[config.mk]
export PLATFORM = sky130hd
export DESIGN_NAME = ahb_burst_master
export DESIGN_NICKNAME = d
export VERILOG_FILES = /design/src/rtl/ahb_burst_master.sv
export SDC_FILE = /design/constraint.sdc
export NUM_CORES = 1
export LEC_CHECK = 0
export CORE_MARGIN = 1
export CORE_UTILIZATION = 35
export CTS_BUF_LIST = sky130_fd_sc_hd__clkbuf_16
export DETAILED_ROUTE_END_ITERATION = 8
export PLACE_DENSITY = 0.8
export SLEW_MARGIN = 20
export SYNTH_ARGS = -nofsm -noshare
export SYNTH_HDL_FRONTEND = slang
export SYNTH_SLANG_ARGS = --single-unit
[constraint.sdc]
create_clock -name hclk -period 3.55 [get_ports hclk]
set_input_delay 0.5325 -clock hclk [delete_from_list [all_inputs] [get_ports hclk]]
set_output_delay 0.5325 -clock hclk [all_outputs]
set_load 0.01 [all_outputs]
[src/rtl/ahb_burst_master.sv]
// AHB-Lite burst master: turns a cmd / wdata / rdata handshake into SINGLE, INCR4/8/16 and WRAP4/8/16 bursts.
// Define AHB_MASTER_WRAP_EN to accept WRAP4/8/16; without it those commands are rejected like any other illegal command.
module ahb_burst_master #(
    parameter int ADDR_W = 32,
    parameter int DATA_W = 32
) (
    input  logic              hclk,
    input  logic              hresetn,
    input  logic              cmd_valid,
    output logic              cmd_ready,
    input  logic              cmd_write,
    input  logic [ADDR_W-1:0] cmd_addr,
    input  logic [2:0]        cmd_burst,
    input  logic [DATA_W-1:0] wdata,
    input  logic              wdata_valid,
    output logic              wdata_ready,
    output logic [DATA_W-1:0] rdata,
    output logic              rdata_valid,
    output logic              done,
    output logic              cmd_err,
    output logic [ADDR_W-1:0] haddr,
    output logic [1:0]        htrans,
    output logic              hwrite,
    output logic [2:0]        hsize,
    output logic [2:0]        hburst,
    output logic [DATA_W-1:0] hwdata,
    input  logic              hready,
    input  logic [1:0]        hresp,
    input  logic [DATA_W-1:0] hrdata
);

    localparam logic [1:0] HT_IDLE   = 2'b00;
    localparam logic [1:0] HT_BUSY   = 2'b01;
    localparam logic [1:0] HT_NONSEQ = 2'b10;
    localparam logic [1:0] HT_SEQ    = 2'b11;

    typedef enum logic [2:0] {S_IDLE, S_ADDR, S_BURST, S_LAST, S_ERR} state_t;

    state_t            r_state;
    logic [ADDR_W-1:0] r_haddr;
    logic [2:0]        r_hburst;
    logic              r_hwrite;
    logic [DATA_W-1:0] r_hwdata;
    logic [4:0]        r_beats_left;
    logic              r_is_wrap;
    logic [5:0]        r_wmask;
    logic              r_dphase;
    logic              r_dlast;
    logic              r_cmd_err;

    logic [4:0]        w_cmd_len;
    logic [6:0]        w_cmd_bytes;
    logic [10:0]       w_cmd_end;
    logic              w_cmd_wrap;
    logic              w_cmd_incrn;
    logic              w_reject;
    logic [ADDR_W-1:0] w_inc;
    logic [ADDR_W-1:0] w_mask;
    logic [ADDR_W-1:0] w_next;
    logic              w_addr_active;
    logic              w_err;
    logic              w_accept;
    logic              w_dcomp;

    // Command legality: alignment, no undefined-length INCR, no 1 KB crossing for fixed INCRs.
    // NOTE: every combinational output gets a default first so no path leaves it unassigned (no latch).
    always_comb begin
        w_cmd_len = 5'd1;
        case (cmd_burst[2:1])
            2'b01:   w_cmd_len = 5'd4;
            2'b10:   w_cmd_len = 5'd8;
            2'b11:   w_cmd_len = 5'd16;
            default: w_cmd_len = 5'd1;
        endcase
        w_cmd_bytes = {w_cmd_len, 2'b00};
        w_cmd_end   = {1'b0, cmd_addr[9:0]} + {4'b0000, w_cmd_bytes};
        w_cmd_wrap  = !cmd_burst[0] && (cmd_burst != 3'b000);
        w_cmd_incrn = cmd_burst[0] && (cmd_burst[2:1] != 2'b00);
        w_reject    = (cmd_addr[1:0] != 2'b00) || (cmd_burst == 3'b001)
                   || (w_cmd_incrn && (w_cmd_end > 11'd1024));
`ifndef AHB_MASTER_WRAP_EN
        w_reject    = w_reject || w_cmd_wrap;
`endif
    end

    // WRAP bursts keep the bits above the N*4 block and only let the low bits roll over.
    assign w_inc  = r_haddr + ADDR_W'(4);
    assign w_mask = r_is_wrap ? ADDR_W'(r_wmask) : '1;
    assign w_next = (r_haddr & ~w_mask) | (w_inc & w_mask);

    // A write beat only goes on the bus once its data is available; reads always go.
    assign w_addr_active = ((r_state == S_ADDR) || (r_state == S_BURST)) && (!r_hwrite || wdata_valid);
    assign w_err         = r_dphase && (hresp != 2'b00);
    assign w_accept      = w_addr_active && hready && !w_err;
    assign w_dcomp       = r_dphase && hready && !w_err;

    always_comb begin
        htrans = HT_IDLE;
        if (w_addr_active)
            htrans = (r_state == S_ADDR) ? HT_NONSEQ : HT_SEQ;
        else if (r_state == S_BURST)
            htrans = HT_BUSY;
    end

    assign cmd_ready   = (r_state == S_IDLE) && hresetn;
    assign wdata_ready = w_accept && r_hwrite;
    assign rdata_valid = w_dcomp && !r_hwrite;
    assign rdata       = rdata_valid ? hrdata : '0;
    assign done        = w_dcomp && r_dlast;
    assign cmd_err     = r_cmd_err;
    assign haddr       = r_haddr;
    assign hwrite      = r_hwrite;
    assign hsize       = 3'b010;
    assign hburst      = r_hburst;
    assign hwdata      = r_hwdata;

    // NOTE: state is updated with non-blocking assignments so every register samples pre-edge values.
    always_ff @(posedge hclk or negedge hresetn) begin
        if (!hresetn) begin
            r_state      <= S_IDLE;
            r_haddr      <= '0;
            r_hburst     <= 3'b000;
            r_hwrite     <= 1'b0;
            r_hwdata     <= '0;
            r_beats_left <= 5'd0;
            r_is_wrap    <= 1'b0;
            r_wmask      <= 6'd0;
            r_dphase     <= 1'b0;
            r_dlast      <= 1'b0;
            r_cmd_err    <= 1'b0;
        end else begin
            r_cmd_err <= 1'b0;
            case (r_state)
                S_IDLE: begin
                    if (cmd_valid) begin
                        if (w_reject) begin
                            r_cmd_err <= 1'b1;
                        end else begin
                            r_haddr      <= cmd_addr;
                            r_hburst     <= cmd_burst;
                            r_hwrite     <= cmd_write;
                            r_beats_left <= w_cmd_len;
                            r_is_wrap    <= w_cmd_wrap;
                            r_wmask      <= w_cmd_bytes[5:0] - 6'd1;
                            r_state      <= S_ADDR;
                        end
                    end
                end
                S_ADDR, S_BURST: begin
                    if (w_err) begin
                        r_dphase  <= 1'b0;
                        r_cmd_err <= 1'b1;
                        r_state   <= S_ERR;
                    end else if (w_accept) begin
                        r_dphase     <= 1'b1;
                        r_dlast      <= (r_beats_left == 5'd1);
                        r_beats_left <= r_beats_left - 5'd1;
                        if (r_hwrite)
                            r_hwdata <= wdata;
                        if (r_beats_left == 5'd1) begin
                            r_state <= S_LAST;
                        end else begin
                            r_haddr <= w_next;
                            r_state <= S_BURST;
                        end
                    end else if (hready) begin
                        r_dphase <= 1'b0;
                    end
                end
                S_LAST: begin
                    if (w_err) begin
                        r_dphase  <= 1'b0;
                        r_cmd_err <= 1'b1;
                        r_state   <= S_ERR;
                    end else if (hready) begin
                        r_dphase <= 1'b0;
                        r_state  <= S_IDLE;
                    end
                end
                S_ERR: begin
                    if (hready)
                        r_state <= S_IDLE;
                end
                default: r_state <= S_IDLE;
            endcase
        end
    end

endmodule

==> impl_metrics.yaml, run 1 <==
placed_design:
  portBuffers: 213
  dp_hpwl_um: 10680
  place_area_um2: 6994
  gp_congestion: 0.8216
sta:
  max_freq_mhz: 318.7
  setup_tns_ns: 0
  slew_headroom_pct: 40.63
  rsz0062_at_grt: "no"
  period_minus_slack_ns: 3.138
  hold_ws_ns: 0.04540
  clock_skew_ns: 0.008329
  tightestPinTransition_ns: 0.8906
  hold_viol: 0
  slew_violations: 0
  setup_viol: 0
  min_period_over_period_pct: 88.39
clock_tree:
  cts_sinks: 83
  cts-root-buf: "clkbuf_16"
  cts_setup_buffers: 0
  htree_levels: 3
  clk_path_buf_depth: 2
  clk_latency_ns: 0.33
  cts_hold_buf: 0
  cts_resized: 0
  cts_buffers: 9
  clk_pin_slew_ns: 0.06
  cts_tree: "done"
synth:
  synthesis.area_um2: 4780
  synth_edf_count: 0
  postSynth.asyncResetShare_pct: 100.0
  yosys_warnings: 0
  yosysTopAreaCell: "dfrtp_1"
  ys_ff_latch: 83
  syn_inst: 495
  ys_types: 64
  ys_seq_area_share_pct: 43.46
  synth_top_area_share_pct: 43.46
  synthTopCellsByArea: "dfrtp_1, mux2_2, and2_1"
  synth.avg_cell_area_um2: 9.656
  synth_flop_cell: "dfrtp_1"
min_path:
  hp-class: "in -> async"
cells_and_area:
  area_growth_syn_to_layout_pct: 51.57
  diodes: 0
  stdcell_area_um2: 7244
  drive_above_1_share_pct: 10.57
  nets: 812
drt:
  via_count: 4593
  wl_per_cell_um: 16.23
  drc_errors: 0
  ant_nets: 0
  via_per_inst: 5.243
  postRouteWirelength_um: 14220
  dr.pass1.iters: 4
  drtIter0Drc: 208
outcome:
  outcome: "finished, final reports clean"
grt:
  grt_max_degree: 71
  antenna_found_initial: 0
  gr-total-overflow: 0
  track_usage_pct: 20.08
  grt_pass1_wl_um: 22430
  grt_pass1_vias: 4536
floorplan:
  die_area_um2: 14130
  die_height_um: 118.9
  start_util_pct: 35.95
  rows: 42
  die_x_um: 118.9
  io_pins: 217
  core-area_um2: 13300
job:
  maxCapViolations: 0
critical_path:
  reg2reg_depth: 6
  start_kind: "input pin"
  crit_path_max_fanout: 24
  crit_arrival_ns: 3.35
  required_ns: 3.76
  path_class: "in -> reg"
  setup.worst_path.end_class: "flop"
pwr:
  finalPower_uw: 5125
  vdd_drop_max_v: 0.0003655
  powerDensity_nw_per_um2: 707.5
  p_leak_uw: 0.002965
## logic make-up (layout without fill, tap and decap cells)
kind of cell	after synthesis	after routing	synth area share [%]
xor+xnor	3	3	0.5498
compound gates	127	127	17.83
buf+inv	45	249	5.393
fa+ha+maj	8	8	2.094
other cells	2	3	0.1571
flops	83	83	43.46
simple gates	189	189	21.60
mux	38	38	8.927
## power by group
group	switching [uW]	leakage [uW]	internal (uW)
sequential	440	0.00105	1370
clock	359	0.000130	458
combinational	1150	0.00179	1350
total	1950	0.00296	3180
## Yosys cell counts, drive strengths merged, types with 12 or more instances
cell    instances
inv            14
dfrtp          83
o311ai         12
buf            23
and2           38
and3           15
nor2           35
mux2           37
o21ai          53
nand3          24
a21oi          20
nand2          37
## area by class of cell
cell class | instances | area, um^2
Clock buffer | 9 | 225.2
Sequential cell | 83 | 2077
Tap cell | 176 | 220.2
Fill cell | 1163 | 6051
Timing Repair Buffer | 221 | 2190
Clock inverter | 5 | 25.02
Multi-Input combinational cell | 368 | 2455
Inverter | 14 | 52.55
## metal layers
layer  GRT usage, %  part of all wire [%]  vias up
met5              0                     0        -
met4          8.465                   1.7        0
met3          3.257                   5.2       15
met2          34.03                    51      171
met1          25.33                    42     2223
li1               -                     -     2184
## per-stage QoR
step / util, % / instances / worst slack, ns
3_5_place_dp: 52.61 / 862 / 0.09528
5_1_grt: 54.49 / 876 / 0.2262
2_1_floorplan: - / 496 / 0.7574
3_3_place_gp: 52.61 / 862 / 0.2031
6_report: 54.49 / 876 / 0.4122
4_1_cts: 54.49 / 876 / 0.4352
## final timing paths
check,from,endpoint,slack [ns]
min in group hclk,hwdata[15]$_DFFE_PN0P_,hwdata[15]$_DFFE_PN0P_,0.50
max in group asynchronous,hresetn,asynchronous set/reset pin,2.36
worst max register to register,r_state[0]$_DFFE_PN0P_,flop,0.99
worst min register to register,hwdata[15]$_DFFE_PN0P_,hwdata[15]$_DFFE_PN0P_,0.50
worst max-delay path,cmd_burst[2],flop,0.41
worst min-delay path,hresetn,haddr[2]$_DFFE_PN0P_,0.05
## cell usage in the layout, fill, tap and decap left out, types with 8 or more instances in the layout
cell type	count
clkbuf_16	9
o311ai_1	10
o21ai_0	46
clkdlybuf4s50_1	212
and2_1	38
ha_1	8
mux2_2	37
a31oi_1	10
dfrtp_1	83
nor2_1	34
inv_1	16
and3_1	14
a21oi_1	20
buf_4	9
nand2_1	36
nand3_1	23
## worst max-delay path, cell delays in order
cell	delay [ns]
clkdlybuf4s50_1	0.54
or2_1	0.14
inv_1	0.05
ha_1	0.19
ha_1	0.20
a211oi_1	0.35
o2111ai_1	0.18
o211ai_1	0.14
a22oi_1	0.21
nor2_4	0.25
buf_4	0.31
nand2_1	0.11
o311ai_1	0.12
(Power assumes the default switching activity.)
==> run 2: changes to the inputs <==
--- a/config.mk
+++ b/config.mk
@@ -6,10 +6,10 @@
 export NUM_CORES = 1
 export LEC_CHECK = 0
 export CORE_MARGIN = 1
-export CORE_UTILIZATION = 35
+export CORE_UTILIZATION = 46
 export CTS_BUF_LIST = sky130_fd_sc_hd__clkbuf_16
 export DETAILED_ROUTE_END_ITERATION = 8
-export PLACE_DENSITY = 0.8
+export PLACE_DENSITY = 0.95
 export SLEW_MARGIN = 20
 export SYNTH_ARGS = -nofsm -noshare
 export SYNTH_HDL_FRONTEND = slang
==> run 2 against run 1 <==
Clock skew rose by 0.0028 ns. Via count rose by 4.8%. Critical path depth fell by 1. Cell area barely moved. Clock power rose by 10%. Non-clock buffer count rose by 3. Die area fell by 24%. Count of clock-buffer cells in the layout did not move. Largest cell class unchanged. Maximum frequency fell by 2.5%. Hold slack improved by 0.035 ns. Cell count fell by 4.3%.
==> impl_metrics.yaml, run 2 (synthesized netlist as in run 1, its figures left out) <==
floorplan:
  start_util_pct: 48.23
  core-area_um2: 9910
  rows: 36
  die_area_um2: 10800
  die_x_um: 103.9
  die_height_um: 103.9
  io_pins: 217
cells_and_area:
  diodes: 0
  drive_above_1_share_pct: 11.49
  area_growth_syn_to_layout_pct: 51.65
  multi_input_area_um2: 2455
  nFillCells: 678
  layout_commonest_cell: "clkdlybuf4s50_1"
  nets: 815
  layout_common_cells: "clkdlybuf4s50_1, dfrtp_1, o21ai_0"
  ff_latch_area_um2: 2077
  stdcell_area_um2: 7248
clock_tree:
  cts_hold_buf: 0
  cts_resized: 0
  clk_path_buf_depth: 2
  cts_setup_buffers: 0
  clk_latency_ns: 0.34
  cts-root-buf: "clkbuf_16"
  cts_sinks: 83
  cts_tree: "done"
  htree_levels: 3
  clk_pin_slew_ns: 0.07
  cts_buffers: 9
critical_path:
  critPathMostFrequentCell: "ha_1"
  start_kind: "input pin"
  path_cells: "clkdlybuf4s50_1 -> or2_1 -> inv_1 -> ha_1 -> ha_1 -> a211oi_1 -> o2111ai_1 -> o211ai_1 -> a31o_2 -> o21a_4 -> nand2_2 -> o311ai_1"
  path_class: "in -> reg"
  setup.worst_path.end_class: "flop"
  cp_slowest_cell: "clkdlybuf4s50_1"
  crit_path_max_fanout: 11
  required_ns: 3.78
  cpPeakStageDelay_ns: 0.53
  crit_arrival_ns: 3.45
pwr:
  vdd_drop_max_v: 0.0004588
  p_leak_uw: 0.002982
  powerDensity_nw_per_um2: 725.8
sta:
  hold_viol: 0
  tightestPinTransition_ns: 0.7821
  rsz0062_at_grt: "no"
  fin_ws_ns: 0.3313
  setup_tns_ns: 0
  period_minus_slack_ns: 3.219
  hold_ws_ns: 0.08070
  max_freq_mhz: 310.7
  min_period_over_period_pct: 90.67
  clock_skew_ns: 0.01112
  setup_viol: 0
  slew_violations: 0
  slew_headroom_pct: 47.86
placed_design:
  gp_congestion: 0.9277
  dpl_worst_slack_ns: 0.06096
  place_area_um2: 6963
  dp_hpwl_um: 11060
  portBuffers: 213
drt:
  via_count: 4814
  dr.pass1.iters: 5
  drtIter0Drc: 336
  ant_nets: 0
  via_per_inst: 5.745
  drc_errors: 0
  wl_per_cell_um: 17.69
  postRouteWirelength_um: 14830
job:
  maxCapViolations: 0
grt:
  gr-total-overflow: 0
  track_usage_pct: 27.46
  antenna_found_initial: 0
  grt_max_degree: 63
  grt_pass1_vias: 4729
  grt_pass1_wl_um: 23910
outcome:
  outcome: "finished, final reports clean"
min_path:
  hp-class: "in -> async"
run 2: worst max-delay path, delay by kind of cell:
family / cells / cell delay (ns)
buf+inv: 2 / 0.59
compound gates: 6 / 1.56
simple gates: 2 / 0.35
fa+ha+maj: 2 / 0.40
run 2: path summary, 6_finish.rpt:
check	from	to	slack [ns]	depth (start not counted)
max	cmd_burst[2]	flop	0.33	12
min	hresetn	asynchronous set/reset pin	0.08	1
max reg2reg	flop	flop	0.94	8
min reg2reg	hwdata[26]$_DFFE_PN0P_	hwdata[26]$_DFFE_PN0P_	0.51	1
max in group asynchronous	hresetn	hwdata[13]$_DFFE_PN0P_	2.38	2
min in group hclk	hwdata[26]$_DFFE_PN0P_	hwdata[26]$_DFFE_PN0P_	0.51	1
run 2: metal layers:
metal / track usage, % / vias to the layer above / share of wire [%]
li1: - / 2195 / -
met5: 0 / - / 0
met3: 5.326 / 29 / 7.5
met4: 6.429 / 0 / 1.7
met1: 35.20 / 2319 / 40
met2: 47.81 / 271 / 51
run 2: area by class of cell:
type / instances / area share, %
sequential: 83 / 28.66
clock inverter: 7 / 0.8286
tap: 133 / 2.296
clock buffer: 9 / 3.107
timing repair buffer: 224 / 30.52
inverter: 14 / 0.7250
multi-input combinational: 368 / 33.87
run 2: metrics by stage:
step	std cells	utilization [%]	total power (uW)
floorplan	496	-	3256
global placement	822	70.27	4189
detailed placement	822	70.27	4334
CTS	838	73.14	5250
global route	838	73.14	5562
finish	838	73.14	5261
run 2: report_power, final:
| part | leakage, uW | switching (uW) | internal, uW |
|---|---|---|---|
| Clock | 0.000131 | 414 | 485 |
| Sequential | 0.00105 | 451 | 1370 |
| Combinational | 0.00180 | 1180 | 1360 |
| Total | 0.00298 | 2050 | 3220 |
==> run 3: changes to the inputs <==
--- a/config.mk
+++ b/config.mk
@@ -6,9 +6,10 @@
 export NUM_CORES = 1
 export LEC_CHECK = 0
 export CORE_MARGIN = 1
-export CORE_UTILIZATION = 46
+export CORE_UTILIZATION = 69
 export CTS_BUF_LIST = sky130_fd_sc_hd__clkbuf_16
 export DETAILED_ROUTE_END_ITERATION = 8
+export DONT_BUFFER_PORTS = 1
 export PLACE_DENSITY = 0.95
 export SLEW_MARGIN = 20
 export SYNTH_ARGS = -nofsm -noshare
==> run 3 against run 2 <==
Setup slack improved by 0.32 ns. Hold slack improved by 0.013 ns. Count of clock-buffer cells in the layout unchanged. Wire length decreased by 19%. Maximum frequency increased by 11%. Clock skew decreased by 0.0042 ns. Cell area decreased by 30%. Via count decreased by 18%. Total power decreased by 16%. Global-route usage increased by 5.4 points. Flip-flop and latch count unchanged. Largest cell class unchanged.
==> impl_metrics.yaml, run 3 (synthesized netlist as in run 1, its figures left out) <==
floorplan:
  rows: 29
  io_pins: 217
  start_util_pct: 73.18
  core-area_um2: 6531
  die_area_um2: 7264
  die_height_um: 85.23
  die_x_um: 85.23
cells_and_area:
  multi_input_area_um2: 2455
  nets: 598
  ff_latch_area_um2: 2077
  area_growth_syn_to_layout_pct: 5.707
  layout_commonest_cell: "dfrtp_1"
  nFillCells: 422
  layout_common_cells: "dfrtp_1, o21ai_0, and2_1"
  drive_above_1_share_pct: 15.57
critical_path:
  path_class: "reg -> out"
  path_cells: "xor2_1 -> nand2b_1 -> nor3_4 -> nand2_1 -> inv_1"
  cp_slowest_cell: "dfrtp_1"
  start_kind: "flop"
  r2r_start: "r_state[0]$_DFFE_PN0P_"
  crit_arrival_ns: 2.37
  required_ns: 3.02
  crit_start: "r_state[0]$_DFFE_PN0P_"
  crit_path_max_fanout: 20
  setup.worst_path.end_class: "output port"
  cpPeakStageDelay_ns: 0.55
placed_design:
  portBuffers: 0
  dp_hpwl_um: 8775
  gp_congestion: 0.8857
sta:
  hold_ws_ns: 0.09356
  slew_headroom_pct: 46.05
  min_period_over_period_pct: 81.71
  clock_skew_ns: 0.006883
  max_freq_mhz: 344.7
  period_minus_slack_ns: 2.901
  hold_viol: 0
  setup_tns_ns: 0
  setup_viol: 0
  slew_violations: 0
  tightestPinTransition_ns: 0.8026
  rsz0062_at_grt: "no"
grt:
  grt_pass1_wl_um: 18440
  track_usage_pct: 32.85
  grt_pass1_vias: 3622
  gr-total-overflow: 0
  antenna_found_initial: 2
  grt_max_degree: 84
clock_tree:
  cts_tree: "done"
  clk_latency_ns: 0.33
  htree_levels: 3
  clk_path_buf_depth: 2
  cts_buffers: 9
  cts_sinks: 83
  clk_pin_slew_ns: 0.07
  cts_resized: 0
  cts-root-buf: "clkbuf_16"
  cts_setup_buffers: 0
min_path:
  hp-class: "in -> async"
drt:
  via_count: 3933
  wl_per_cell_um: 21.16
  drc_errors: 0
  postRouteWirelength_um: 12020
  dr.pass1.iters: 5
  drtIter0Drc: 301
  wl_met3_um: 1049
  via_per_inst: 6.924
  top_layer_used: "met4"
  routedLengthMet1_um: 4506
  ant_nets: 0
  wl_met2_um: 6073
pwr:
  vdd_drop_max_v: 0.0004494
  powerDensity_nw_per_um2: 870.0
  p_leak_uw: 0.002177
outcome:
  outcome: "finished, final reports clean"
job:
  maxCapViolations: 0
[run 3: critical path: cells and delay by family (launching register included)]
kind | cells | cell delay, ns
xor gates and xnor gates | 1 | 0.22
buffers and inverters | 1 | 0.29
DFF | 1 | 0.55
and+or+nand+nor | 3 | 0.98
[run 3: final timing paths]
| check | end | slack (ns) | cells past startpoint |
|---|---|---|---|
| min in group hclk | flop | 0.32 | 2 |
| max in group asynchronous | asynchronous set/reset pin | 3.14 | 1 |
| max reg2reg | flop | 0.91 | 6 |
| min | asynchronous set/reset pin | 0.09 | 1 |
| max | wdata_ready | 0.65 | 5 |
| min reg2reg | r_dlast$_DFFE_PN0P_ | 0.52 | 1 |
[run 3: layout make-up]
class	count	share of cell area (%)
antenna	3	0.1486
tap	77	1.907
clock buffer	9	4.458
inverter	14	1.040
clock inverter	7	1.313
multi-input combinational	368	48.59
timing repair buffer	7	1.436
sequential	83	41.11
[run 3: repair_timing]
action,in CTS,in global routing
hold endpoints to repair,83,0
hold buffers,1,0
setup endpoints to repair,0,0
[run 3: metal layers]
| layer | GRT usage, % | up-vias |
|---|---|---|
| met5 | 0 | - |
| met4 | 15.72 | 0 |
| met3 | 7.588 | 35 |
| met2 | 55.43 | 259 |
| met1 | 39.96 | 1883 |
| li1 | - | 1756 |
[run 3: report_power, final]
part	leakage [uW]	switching, uW	internal (uW)
Clock	0.000138	421	494
Sequential	0.00105	669	1370
Combinational	0.000989	818	623
Total	0.00218	1910	2490
[run 3: per-stage QoR]
| stage | std cells | util [%] | instance area [um^2] | setup WS [ns] | power (uW) |
|---|---|---|---|---|---|
| detailed placement | 548 | 72.36 | 4726 | 0.4154 | 3443 |
| global placement | 548 | 72.36 | 4726 | 0.4644 | 3327 |
| finish | 568 | 77.36 | 5052 | 0.6493 | 4395 |
| floorplan | 496 | - | 4783 | 0.7574 | 3256 |
| global route | 567 | 77.32 | 5050 | 0.4564 | 4648 |
| CTS | 565 | 77.24 | 5045 | 0.6809 | 4380 |
